## src/rtl/etroc_readout_pkg.sv

```systemverilog
// Shared definitions for the ETROC2 readout path (frame gearbox and bit extender).
package etroc_readout_pkg;

  localparam int unsigned FRAME_W = 40;
  localparam int unsigned RES_W   = 39;
  localparam int unsigned COMB_W  = 72;
  localparam int unsigned DOUT_W  = 32;
  localparam int unsigned POS_W   = 6;

  localparam logic [FRAME_W-1:0] IDLE_FRAME = 40'h3C5C_0000_00;

  typedef enum logic [1:0] {
    RATE_320  = 2'b00,
    RATE_640  = 2'b01,
    RATE_1280 = 2'b10
  } rate_e;

  // Bits consumed per 40 MHz cycle; 2'b11 is treated as the 1280 Mbps rate.
  function automatic logic [POS_W-1:0] rate2width(input logic [1:0] rate);
    logic [POS_W-1:0] w;
    case (rate)
      RATE_320: w = POS_W'(8);
      RATE_640: w = POS_W'(16);
      default:  w = POS_W'(32);
    endcase
    return w;
  endfunction

endpackage

```

## src/rtl/gearbox_merge.sv

```systemverilog
// Combinational core: appends a frame to the residual bits and peels off one word.
module gearbox_merge
  import etroc_readout_pkg::*;
(
  input  logic [RES_W-1:0]   res,
  input  logic [POS_W-1:0]   cnt,
  input  logic               load,
  input  logic [FRAME_W-1:0] src,
  input  logic [POS_W-1:0]   width,
  output logic [DOUT_W-1:0]  dout_nxt,
  output logic [RES_W-1:0]   res_nxt
);

  logic [FRAME_W-1:0] rev;
  logic [COMB_W-1:0]  keep_mask;
  logic [COMB_W-1:0]  comb;

  // Build the transmit-ordered buffer, then select the low W bits and shift the rest down.
  always_comb begin
    rev       = '0;
    keep_mask = '0;
    comb      = '0;
    dout_nxt  = '0;
    res_nxt   = '0;

    // Bit 39 of the frame goes out first, so it lands at the lowest free index.
    for (int k = 0; k < FRAME_W; k++) begin
      rev[k] = src[FRAME_W-1-k];
    end

    keep_mask = (COMB_W'(1) << cnt) - COMB_W'(1);
    comb      = COMB_W'(res) & keep_mask;
    if (load) begin
      comb = comb | (COMB_W'(rev) << cnt);
    end

    case (width)
      POS_W'(8):  dout_nxt[7:0]  = comb[7:0];
      POS_W'(16): dout_nxt[15:0] = comb[15:0];
      default:    dout_nxt       = comb[31:0];
    endcase

    res_nxt = RES_W'(comb >> width);
  end

endmodule

```

## src/rtl/frame_gearbox.sv

```systemverilog
// 40-bit frame to 8/16/32-bit word gearbox with idle insertion and rate-change flush.
module frame_gearbox
  import etroc_readout_pkg::*;
#(
  parameter int unsigned CNT_W = 16
) (
  input  logic               clk40,
  input  logic               rstn,
  input  logic [1:0]         dataRate,
  input  logic [FRAME_W-1:0] frameData,
  input  logic               frameValid,
  output logic               frameReady,
  output logic [DOUT_W-1:0]  dout,
  output logic               idleInserted,
  output logic               rateChanged,
  output logic [CNT_W-1:0]   idleCnt
);

  logic [1:0]         rate_q;
  logic [POS_W-1:0]   cnt_q;
  logic [RES_W-1:0]   res_q;
  logic [DOUT_W-1:0]  dout_q;
  logic               idle_q;
  logic               rchg_q;
  logic [CNT_W-1:0]   idle_cnt_q;

  logic [POS_W-1:0]   width;
  logic               flush;
  logic               load;
  logic               idle_load;
  logic [FRAME_W-1:0] src;
  logic [POS_W-1:0]   cnt_nxt;
  logic [DOUT_W-1:0]  dout_nxt;
  logic [RES_W-1:0]   res_nxt;

  // Per-cycle control: word width, load decision, source select and next count.
  always_comb begin
    width     = rate2width(rate_q);
    flush     = (dataRate != rate_q);
    load      = (cnt_q < width);
    src       = frameValid ? frameData : IDLE_FRAME;
    idle_load = load & ~frameValid & ~flush;
    // Intermediate sum may wrap in POS_W bits; the final value is always 0..39.
    cnt_nxt   = cnt_q + (load ? POS_W'(FRAME_W) : POS_W'(0)) - width;
    frameReady = rstn & load & frameValid & ~flush;
  end

  gearbox_merge u_merge (
    .res      (res_q),
    .cnt      (cnt_q),
    .load     (load),
    .src      (src),
    .width    (width),
    .dout_nxt (dout_nxt),
    .res_nxt  (res_nxt)
  );

  // State update; a rate change discards buffered bits and emits one zero word.
  always_ff @(posedge clk40 or negedge rstn) begin
    if (!rstn) begin
      rate_q     <= RATE_1280;
      cnt_q      <= '0;
      res_q      <= '0;
      dout_q     <= '0;
      idle_q     <= 1'b0;
      rchg_q     <= 1'b0;
      idle_cnt_q <= '0;
    end else if (flush) begin
      rate_q     <= dataRate;
      cnt_q      <= '0;
      res_q      <= '0;
      dout_q     <= '0;
      idle_q     <= 1'b0;
      rchg_q     <= 1'b1;
    end else begin
      cnt_q      <= cnt_nxt;
      res_q      <= res_nxt;
      dout_q     <= dout_nxt;
      idle_q     <= idle_load;
      rchg_q     <= 1'b0;
      if (idle_load && (idle_cnt_q != {CNT_W{1'b1}})) begin
        idle_cnt_q <= idle_cnt_q + CNT_W'(1);
      end
    end
  end

  assign dout         = dout_q;
  assign idleInserted = idle_q;
  assign rateChanged  = rchg_q;
  assign idleCnt      = idle_cnt_q;

endmodule

```

## config.mk

```make
export PLATFORM = sky130hd
export DESIGN_NAME = frame_gearbox
export DESIGN_NICKNAME = d
export VERILOG_FILES = /design/src/rtl/etroc_readout_pkg.sv /design/src/rtl/gearbox_merge.sv /design/src/rtl/frame_gearbox.sv
export SDC_FILE = /design/constraint.sdc
export NUM_CORES = 1
export LEC_CHECK = 0
export ABC_AREA = 1
export CAP_MARGIN = 5
export CORE_ASPECT_RATIO = 0.6
export CORE_MARGIN = 1
export CORE_UTILIZATION = 55
export DETAILED_ROUTE_END_ITERATION = 16
export PLACE_DENSITY = 0.79
export RECOVER_POWER = 25
export SLEW_MARGIN = 0
export SYNTH_ARGS = -nofsm -noshare
export SYNTH_HDL_FRONTEND = slang
export SYNTH_SLANG_ARGS = --single-unit
```

## constraint.sdc

```tcl
create_clock -name clk40 -period 6.02 [get_ports clk40]
set_clock_uncertainty 0.1 [all_clocks]
set_input_delay 0.602 -clock clk40 [delete_from_list [all_inputs] [get_ports clk40]]
set_output_delay 0.602 -clock clk40 [all_outputs]
set_load 0.01 [all_outputs]
```

======== Word-level counts from Yosys, hierarchy flattened ========
Cells that the tools add are included.
storage, ports and cells
  flip-flop bits (word level) ............. 97
  latch bits .............................. 0
  memory bits (writable) .................. 0
  ROM bits ................................ 0
  input bits .............................. 45
  output and inout bits ................... 51
  word-level logic and storage cells ...... 44
  memories ................................ 0
cells by class
  add/sub/neg operators ................... 4
  $mul .................................... 0
  div/mod/pow operators ................... 0
  $lt $le $gt $ge ......................... 1
  equal/unequal tests ..................... 5
  shift operators ......................... 3
  multiplexer cells ....................... 11
  bitwise operators ....................... 9
  reductions and logical operators ........ 4
operators by type and width
  kind                                                count
  bitwise AND 39 x 72 -> 72 bit                       1
  2-to-1 mux 72 bit                                   1
  bitwise OR 72 bit                                   1
  << shifter 1 x 6 -> 72 bit, first input constant    1
  << shifter 40 x 6 -> 72 bit                         1
  right shift 72 x 6 -> 39 bit                        1
  subtractor 72 x 2 -> 72 bit, second input constant  1
  2-to-1 mux 40 bit                                   1
  2-to-1 mux 39 bit                                   1
  2-to-1 mux 32 bit                                   1
  adder 16 x 1 -> 16 bit, second input constant       1
  2-to-1 mux 16 bit                                   1
  inequality test 16 bit, second input constant       1
  2-to-1 mux 6 bit                                    2
  case mux 6 bit (2 select lines)                     1
  2-to-1 mux 8 bit                                    1
  adder 6 bit                                         1
  == test 6 x 4 -> 1 bit, second input constant       1
  == test 6 x 5 -> 1 bit, second input constant       1
  < comparator 6 bit                                  1
  subtractor 6 bit                                    1
  bitwise AND 1 bit                                   5
  == test 2 x 1 -> 1 bit, second input constant       1
  logical NOT 2 bit                                   1
  other kinds (6)                                     8

======== Longest topological paths before layout ========
Gate-level depths: netlist of the first run.
  depth after elaboration ................. 7
  depth in mapped cells ................... 19
  gate-level depth less buffers ........... 16

======== Hierarchy ========
From an unflattened synthesis of the first run, not the netlist that was laid out.
unflattened totals
  cell total of the unflattened synthesis .. 2,468
  area, all modules ....................... 13,326.5 um2
modules (own cells, without submodules)
  module         times used  cells each  area each (um2)  sequential area each (um2)
  gearbox_merge  1           1,949       9,014.9          0.0
  frame_gearbox  1           519         4,311.6          2,378.5

======== Worst setup path before layout of the first run ========
OpenSTA, ideal clock, no wires.
  path type ............................... register to register
  from .................................... reg rate_q[1]
  to ...................................... reg cnt_q[5]
  setup time .............................. 0.126 ns
  data arrival time ....................... 3.004 ns
  slack ................................... 2.789 ns
  cell stages (with the launch flop) ...... 15
  clock period less this slack ............ 3.231 ns
  cell sequence ........................... dfstp_2 > buf_2 > inv_1 > nand2_2 > buf_1 > ha_1 > nand3b_1 > nand2_4 > fa_1 > inv_1 > ha_1 > o21bai_1 > a21oi_1 > o21ai_0 > a21oi_1
between the ends
  cells in the longest elaborated chain, start to end .. 7
RTL lines
  item                                                         RTL line                 text
  start: declaration                                           frame_gearbox.sv:19      logic [1:0] rate_q;
  start signal: assignment                                     frame_gearbox.sv:69      rate_q <= dataRate;
  == test 2 x 1 -> 1 bit or logical NOT 2 bit (tied branches)  etroc_readout_pkg.sv:21  case (rate)
  case mux 6 bit (2 select lines)                              etroc_readout_pkg.sv:21
  < comparator 6 bit                                           frame_gearbox.sv:40      load = (cnt_q < width);
  2-to-1 mux 6 bit                                             frame_gearbox.sv:44      cnt_nxt = cnt_q + (load ? POS_W'(FRAME_W) : POS_W'(0)) - width;
  adder 6 bit                                                  frame_gearbox.sv:44
  subtractor 6 bit                                             frame_gearbox.sv:44
  2-to-1 mux 6 bit *                                           frame_gearbox.sv:68      end else if (flush) begin
  end signal: assignment                                       frame_gearbox.sv:76      cnt_q <= cnt_nxt;
  end: declaration                                             frame_gearbox.sv:20      logic [POS_W-1:0] cnt_q;
Mark *: on every way between the ends. The rest lies on a longest branch, timed or not.
A chain may end at the register's enable or synchronous reset.

======== Worst setup path after layout of the first run ========
  from .................................... reg rate_q[1]
  to ...................................... out frameReady
between the ends
  cells in the longest elaborated chain, start to end .. 6
RTL lines
  item                                                         RTL line                 text
  == test 2 x 1 -> 1 bit or logical NOT 2 bit (tied branches)  etroc_readout_pkg.sv:21
  case mux 6 bit (2 select lines)                              etroc_readout_pkg.sv:21
  < comparator 6 bit                                           frame_gearbox.sv:40
  bitwise AND 1 bit (2 in series)                              frame_gearbox.sv:45      frameReady = rstn & load & frameValid & ~flush;
  bitwise AND 1 bit *                                          frame_gearbox.sv:45
  end: declaration                                             frame_gearbox.sv:12      output logic frameReady,
Marks and branches as above.

==> results_dict.tcl, run 1 <==
set metrics [dict create \
    status "complete, but fails checks" \
    violations "max-capacitance violations, max-slew violations" \
    hold_viol 0 \
    dp_hpwl_mm 20.4 \
    syn_to_final_growth_pct 13.9 \
    layout_commonest_cell "nand2_1" \
    finalPower_w 0.00367 \
    synth_edf_count 0 \
    yosysTopAreaCell "dfrtp_1" \
    htree_levels 3 \
    nets 1453 \
    maxSlewViolCount 73 \
    die_area_um2 15400 \
    post-route-drc-count 0 \
    crit_path_max_fanout 48 \
    overflow 0 \
    worstSkewPairLatency_ns 0.35 \
    start_util_pct 56.4 \
    cts_tree "built" \
    die_w_um 160 \
    gp_congestion 1.06 \
    netlist_instances 1361 \
    avgSynthCellArea_um2 6.03 \
    yosys.area.top_type_share_pct 28.6 \
    grt_max_degree 73 \
    cap_viol_max_count 1 \
    reg2reg_depth 15 \
    start_kind "flop" \
    core_um2 14500 \
    cp-end-kind "primary output" \
    grt_pass1_wl_mm 46.1 \
    postLayoutSetupSlackWorst_ns 1.33 \
    clk_pin_slew_worst_paths_ns 0.07 \
    mostFrequentLayoutCells "477 x nand2_1, 289 x nand3_1, 108 x nor2_1" \
    required_ns 5.32 \
    rsz0062_at_grt "false" \
    slew_headroom_pct -19.1 \
    grt_pass1_vias 8655 \
    leakagePower_nw 4.71 \
    vias 9734 \
    cts_setup_buffers 0 \
    io_buffers 95 \
    drt_iter0_markers 1304 \
    holdBufCountCts 0 \
    max-clock-path-buffers 2 \
    synthTopCellsByArea "dfrtp_1 29%, nand2_1 22%, nand3_1 18%, nor2_1 4.9%, inv_1 3.5%" \
    ant_nets 0 \
    antenna_found_initial 0 \
    drive_gt1_share_pct 5.07 \
    root_buffer "clkbuf_16" \
    rows 34 \
    io_pins 96 \
    cts-buffers-inserted 9 \
    fin_crit_sh_pct 77.9 \
    power_density_nw_per_um2 393 \
    ys_warn_count 0 \
    dieHeight_um 96.7 \
    ys_seq_area_share_pct 29.0 \
    reg2reg_to "res_q[10]" \
    instances_no_fill 1599 \
    routed_wirelength_mm 28.7 \
    async_reset_ff_share_pct 100 \
    place_ws_ns 1.85 \
    wl_per_cell_um 18.0 \
    hp-class "input port to async pin" \
    grt_usage_pct 37.7 \
    placedCellCount 1583 \
    clock.fmax_ghz 0.213 \
    synthesis.area_um2 8210 \
    firstDrtPassIters 8 \
    regToRegSetupSlack_ns 1.59 \
    irDropWorstVdd_uv 241 \
    r2r-start "rate_q[1]" \
    finalSetupViolations 0 \
    tns_ns 0 \
    syn-num-nets 1418 \
    routed_via_density 6.09 \
    crit_type "flop to primary output" \
    diodes 0 \
    synth-main-ff-cell "dfrtp_1" \
    synth_cell_type_count 45 \
    min_period_ns 4.69 \
    final_area_um2 9350 \
    place_area_um2 9070 \
    ys_ff_latch 95 \
    max_slew.worst_pin.slew_ns 1.79 \
    cts_sinks 95 \
    critPathArrivalTime_ns 3.99 \
    cts.repair.resized 0 \
]
layout make-up:
class                           count  area [um^2]
Clock inverter                      7         61.3
Clock buffer                        9          225
Fill cell                        1420         5200
Inverter                           93          352
Timing Repair Buffer              108         1030
Multi-Input combinational cell   1089         5050
Sequential cell                    95         2380
Tap cell                          198          248
kinds of logic after synthesis:
| group | after synthesis | share of synthesized area (%) |
|---|---|---|
| compound gates | 136 | 9.13 |
| fa+ha+maj | 12 | 1.92 |
| simple gates | 922 | 48.5 |
| other cells | 1 | 0.0457 |
| xor+xnor | 18 | 1.92 |
| buf+inv | 177 | 9.57 |
| flops | 95 | 29.0 |
report_power, final:
part           leakage [nW]  internal [W]  switching (W)  total (W)
Combinational          3.28      0.000679        0.00165    0.00232
Sequential             1.29      0.000716      0.0000702   0.000786
Clock                 0.140      0.000289       0.000275   0.000564
worst max path at each step:
stage               startpoint    endpoint  slack [ns]
global placement     rate_q[1]  frameReady        1.91
detailed placement   rate_q[1]   res_q[10]        1.85
floorplan            rate_q[1]    cnt_q[5]        2.79
finish               rate_q[1]  frameReady        1.33
global route         rate_q[1]  frameReady        1.23
CTS                  rate_q[1]  frameReady        1.47
metrics by stage:
stage               utilization, %  hold WS [ns]
detailed placement            62.4         0.425
CTS                           64.3        0.0571
floorplan                        -         0.206
global placement              62.4         0.405
global route                  64.3         0.462
finish                        64.3         0.434
cell usage after synthesis (2+ instances only):
library cell,instances
nand2_1,477
nand3_1,289
nor2_1,108
dfrtp_1,94
inv_1,77
a21oi_1,49
o21ai_0,47
buf_2,29
clkbuf_1,27
inv_2,14
nand4_1,14
buf_1,12
o21ai_1,12
ha_1,11
xor2_1,11
buf_4,10
a22oi_1,9
nand2_2,8
o211ai_1,7
xnor2_1,7
buf_6,6
nor2_2,6
and2_1,4
nor2_4,4
a31oi_1,3
nor3_1,3
nor4_1,3
a21oi_2,2
o31ai_1,2
metal layers:
| metal | track usage (%) | vias up | part of all wire (%) |
|---|---|---|---|
| met5 | 0 | - | 0 |
| met4 | 11.8 | 0 | 3.1 |
| met3 | 11.0 | 98 | 15 |
| met2 | 55.5 | 719 | 42 |
| met1 | 53.0 | 4409 | 40 |
| li1 | - | 4508 | - |
state kept, by name, summed over array words and instances, names as in the netlist:
| register | flops |
|---|---|
| cnt_q | 4 |
| idleInserted | 1 |
| rateChanged | 1 |
| rate_q | 2 |
| idleCnt | 16 |
| dout | 32 |
| res_q | 39 |
critical path, stage by stage, from the launching register on:
cell	delay (ns)
dfstp_2	1.27
inv_1	0.09
buf_4	0.25
nand2_2	0.39
ha_1	0.35
nand2_1	0.08
nor2_1	0.06
nor2_4	0.32
nand3_1	0.11
nor2_1	0.14
clkdlybuf4s50_1	0.55
No activity file was read; power rests on OpenSTA's default activity.
==> run 2: changes to the inputs <==
--- a/config.mk
+++ b/config.mk
@@ -9,9 +9,9 @@
 export CAP_MARGIN = 5
 export CORE_ASPECT_RATIO = 0.6
 export CORE_MARGIN = 1
-export CORE_UTILIZATION = 55
+export CORE_UTILIZATION = 52
 export DETAILED_ROUTE_END_ITERATION = 16
-export PLACE_DENSITY = 0.79
+export PLACE_DENSITY = 0.78
 export RECOVER_POWER = 25
 export SLEW_MARGIN = 0
 export SYNTH_ARGS = -nofsm -noshare
==> constraint.sdc (replaced) <==
create_clock -name clk40 -period 3.8 [get_ports clk40]
set_clock_uncertainty 0.1 [all_clocks]
set_input_delay 0.38 -clock clk40 [delete_from_list [all_inputs] [get_ports clk40]]
set_output_delay 0.38 -clock clk40 [all_outputs]
set_load 0.01 [all_outputs]
==> results_dict.tcl, run 2 (synthesized netlist as in run 1, its figures left out) <==
set metrics [dict create \
    layout_commonest_cell "nand2_1" \
    crit_type "flop to primary output" \
    grt_pass1_wl_mm 47.5 \
    placedCellCount 1595 \
    gp_congestion 1.01 \
    power_density_nw_per_um2 619 \
    leakagePower_nw 4.86 \
    instances_no_fill 1612 \
    routed_via_density 5.97 \
    io_pins 96 \
    required_ns 3.32 \
    start_util_pct 53.4 \
    post-route-drc-count 0 \
    clk_pin_slew_worst_paths_ns 0.07 \
    syn_to_final_growth_pct 14.9 \
    grt_pass1_vias 8763 \
    fin_crit_sh_pct 94.4 \
    regToRegSetupSlack_ns 0.37 \
    crit_end "frameReady" \
    critPathArrivalTime_ns 3.11 \
    reg2reg_to "res_q[30]" \
    slew_headroom_pct -3.54 \
    violations "max-capacitance violations, max-slew violations" \
    worstSkewPairLatency_ns 0.35 \
    vias 9626 \
    maxSlewViolCount 26 \
    mostFrequentLayoutCells "477 x nand2_1, 289 x nand3_1, 108 x nor2_1" \
    crit_path_max_fanout 16 \
    irDropWorstVdd_uv 409 \
    nets 1461 \
    diodes 0 \
    tns_ns 0 \
    cts_tree "built" \
    htree_levels 3 \
    cp-end-kind "primary output" \
    hp-class "flop to flop" \
    clock.fmax_ghz 0.279 \
    grt_usage_pct 37.8 \
    root_buffer "clkbuf_16" \
    regMostFlops "res_q" \
    io_buffers 95 \
    status "complete, but fails checks" \
    die_w_um 164 \
    overflow 0 \
    start_kind "flop" \
    largest_reg_flops 39 \
    wl_per_cell_um 18.5 \
    routed_wirelength_mm 29.9 \
    min_period_ns 3.59 \
    core_um2 15400 \
    max-clock-path-buffers 2 \
    rsz0062_at_grt "false" \
    cts-buffers-inserted 9 \
    hold_viol 0 \
    grt_max_degree 73 \
    cap_viol_max_count 1 \
    drt_iter0_markers 1284 \
    max_slew.worst_pin.slew_ns 1.55 \
    dieHeight_um 99.3 \
    dp_hpwl_mm 21.7 \
    die_area_um2 16300 \
    crit_path_start "rate_q[1]" \
    ant_nets 0 \
    antenna_found_initial 0 \
    finalSetupViolations 0 \
    firstDrtPassIters 7 \
    drive_gt1_share_pct 5.54 \
    rows 35 \
    reg2reg_depth 13 \
    r2r-start "rate_q[1]" \
    cts_sinks 95 \
]
## run 2: cell types whose count changed in the layout (fill, tap and decap cells not counted), sizes merged
cell           delta
clkdlybuf4s50    -35
buf               +8
clkbuf            -1
dlygate4sd3      +36
## run 2: worst max-delay path: stages, from the launching register on
cell             delay (ns)
dfstp_2                0.54
inv_1                  0.28
ha_1                   0.45
nand2_1                0.10
nand2_2                0.08
nor2_4                 0.44
nand3_1                0.12
nor2_1                 0.16
clkdlybuf4s50_1        0.57
## run 2: power by group
| group | switching (W) | internal [W] | total [W] |
|---|---|---|---|
| clock | 0.000450 | 0.000459 | 0.000909 |
| sequential | 0.0000910 | 0.00113 | 0.00122 |
| combinational | 0.00263 | 0.00108 | 0.00371 |
| total | 0.00317 | 0.00267 | 0.00584 |
## run 2: metrics by stage
step	cell area [um^2]	total power, W	hold WS, ns	util, %	setup WS [ns]
after global routing	9440	0.00625	0.467	61.4	0.0991
after floorplan	8210	0.00378	-0.0156	-	0.569
after global placement	9140	0.00481	0.215	59.5	0.498
after detailed placement	9140	0.00483	0.220	59.5	0.459
after CTS	9440	0.00575	0.400	61.4	0.280
final	9440	0.00584	0.439	61.4	0.214
## run 2: repair_timing
item                                   4_1_cts  5_1_grt
endpoints found under the hold margin       23        0
resized for setup                            0        0
hold buffers                                 1        0
setup buffers                                0        0
## run 2: cell type report
| class | count | area [um^2] |
|---|---|---|
| Clock buffer | 9 | 225 |
| Clock inverter | 7 | 61.3 |
| Fill cell | 1523 | 5930 |
| Inverter | 93 | 352 |
| Multi-Input combinational cell | 1089 | 5050 |
| Sequential cell | 95 | 2380 |
| Tap cell | 203 | 254 |
| Timing Repair Buffer | 116 | 1110 |
## run 2: worst min-delay path by stage
stage / end / from / cells after the start / slack [ns]
final: dout[22] / res_q[22] / 2 / 0.44
after global routing: idleCnt[8] / idleCnt[8] / 1 / 0.47
after CTS: dout[4] / rstn / 2 / 0.40
after detailed placement: dout[4] / rstn / 1 / 0.22
after global placement: dout[4] / rstn / 1 / 0.21
after floorplan: cnt_q[2] / rstn / 0 / -0.02
## run 2: metal layers
layer  wire length [um]  share of wire (%)  vias up  global-route usage (%)
li1                   -                  -     4529                       -
met1              12900                 43     4379                    54.6
met2              12600                 42      628                    55.7
met3               3430                 11       90                    7.42
met4                897                3.0        0                    13.6
met5                  0                  0        -                       0
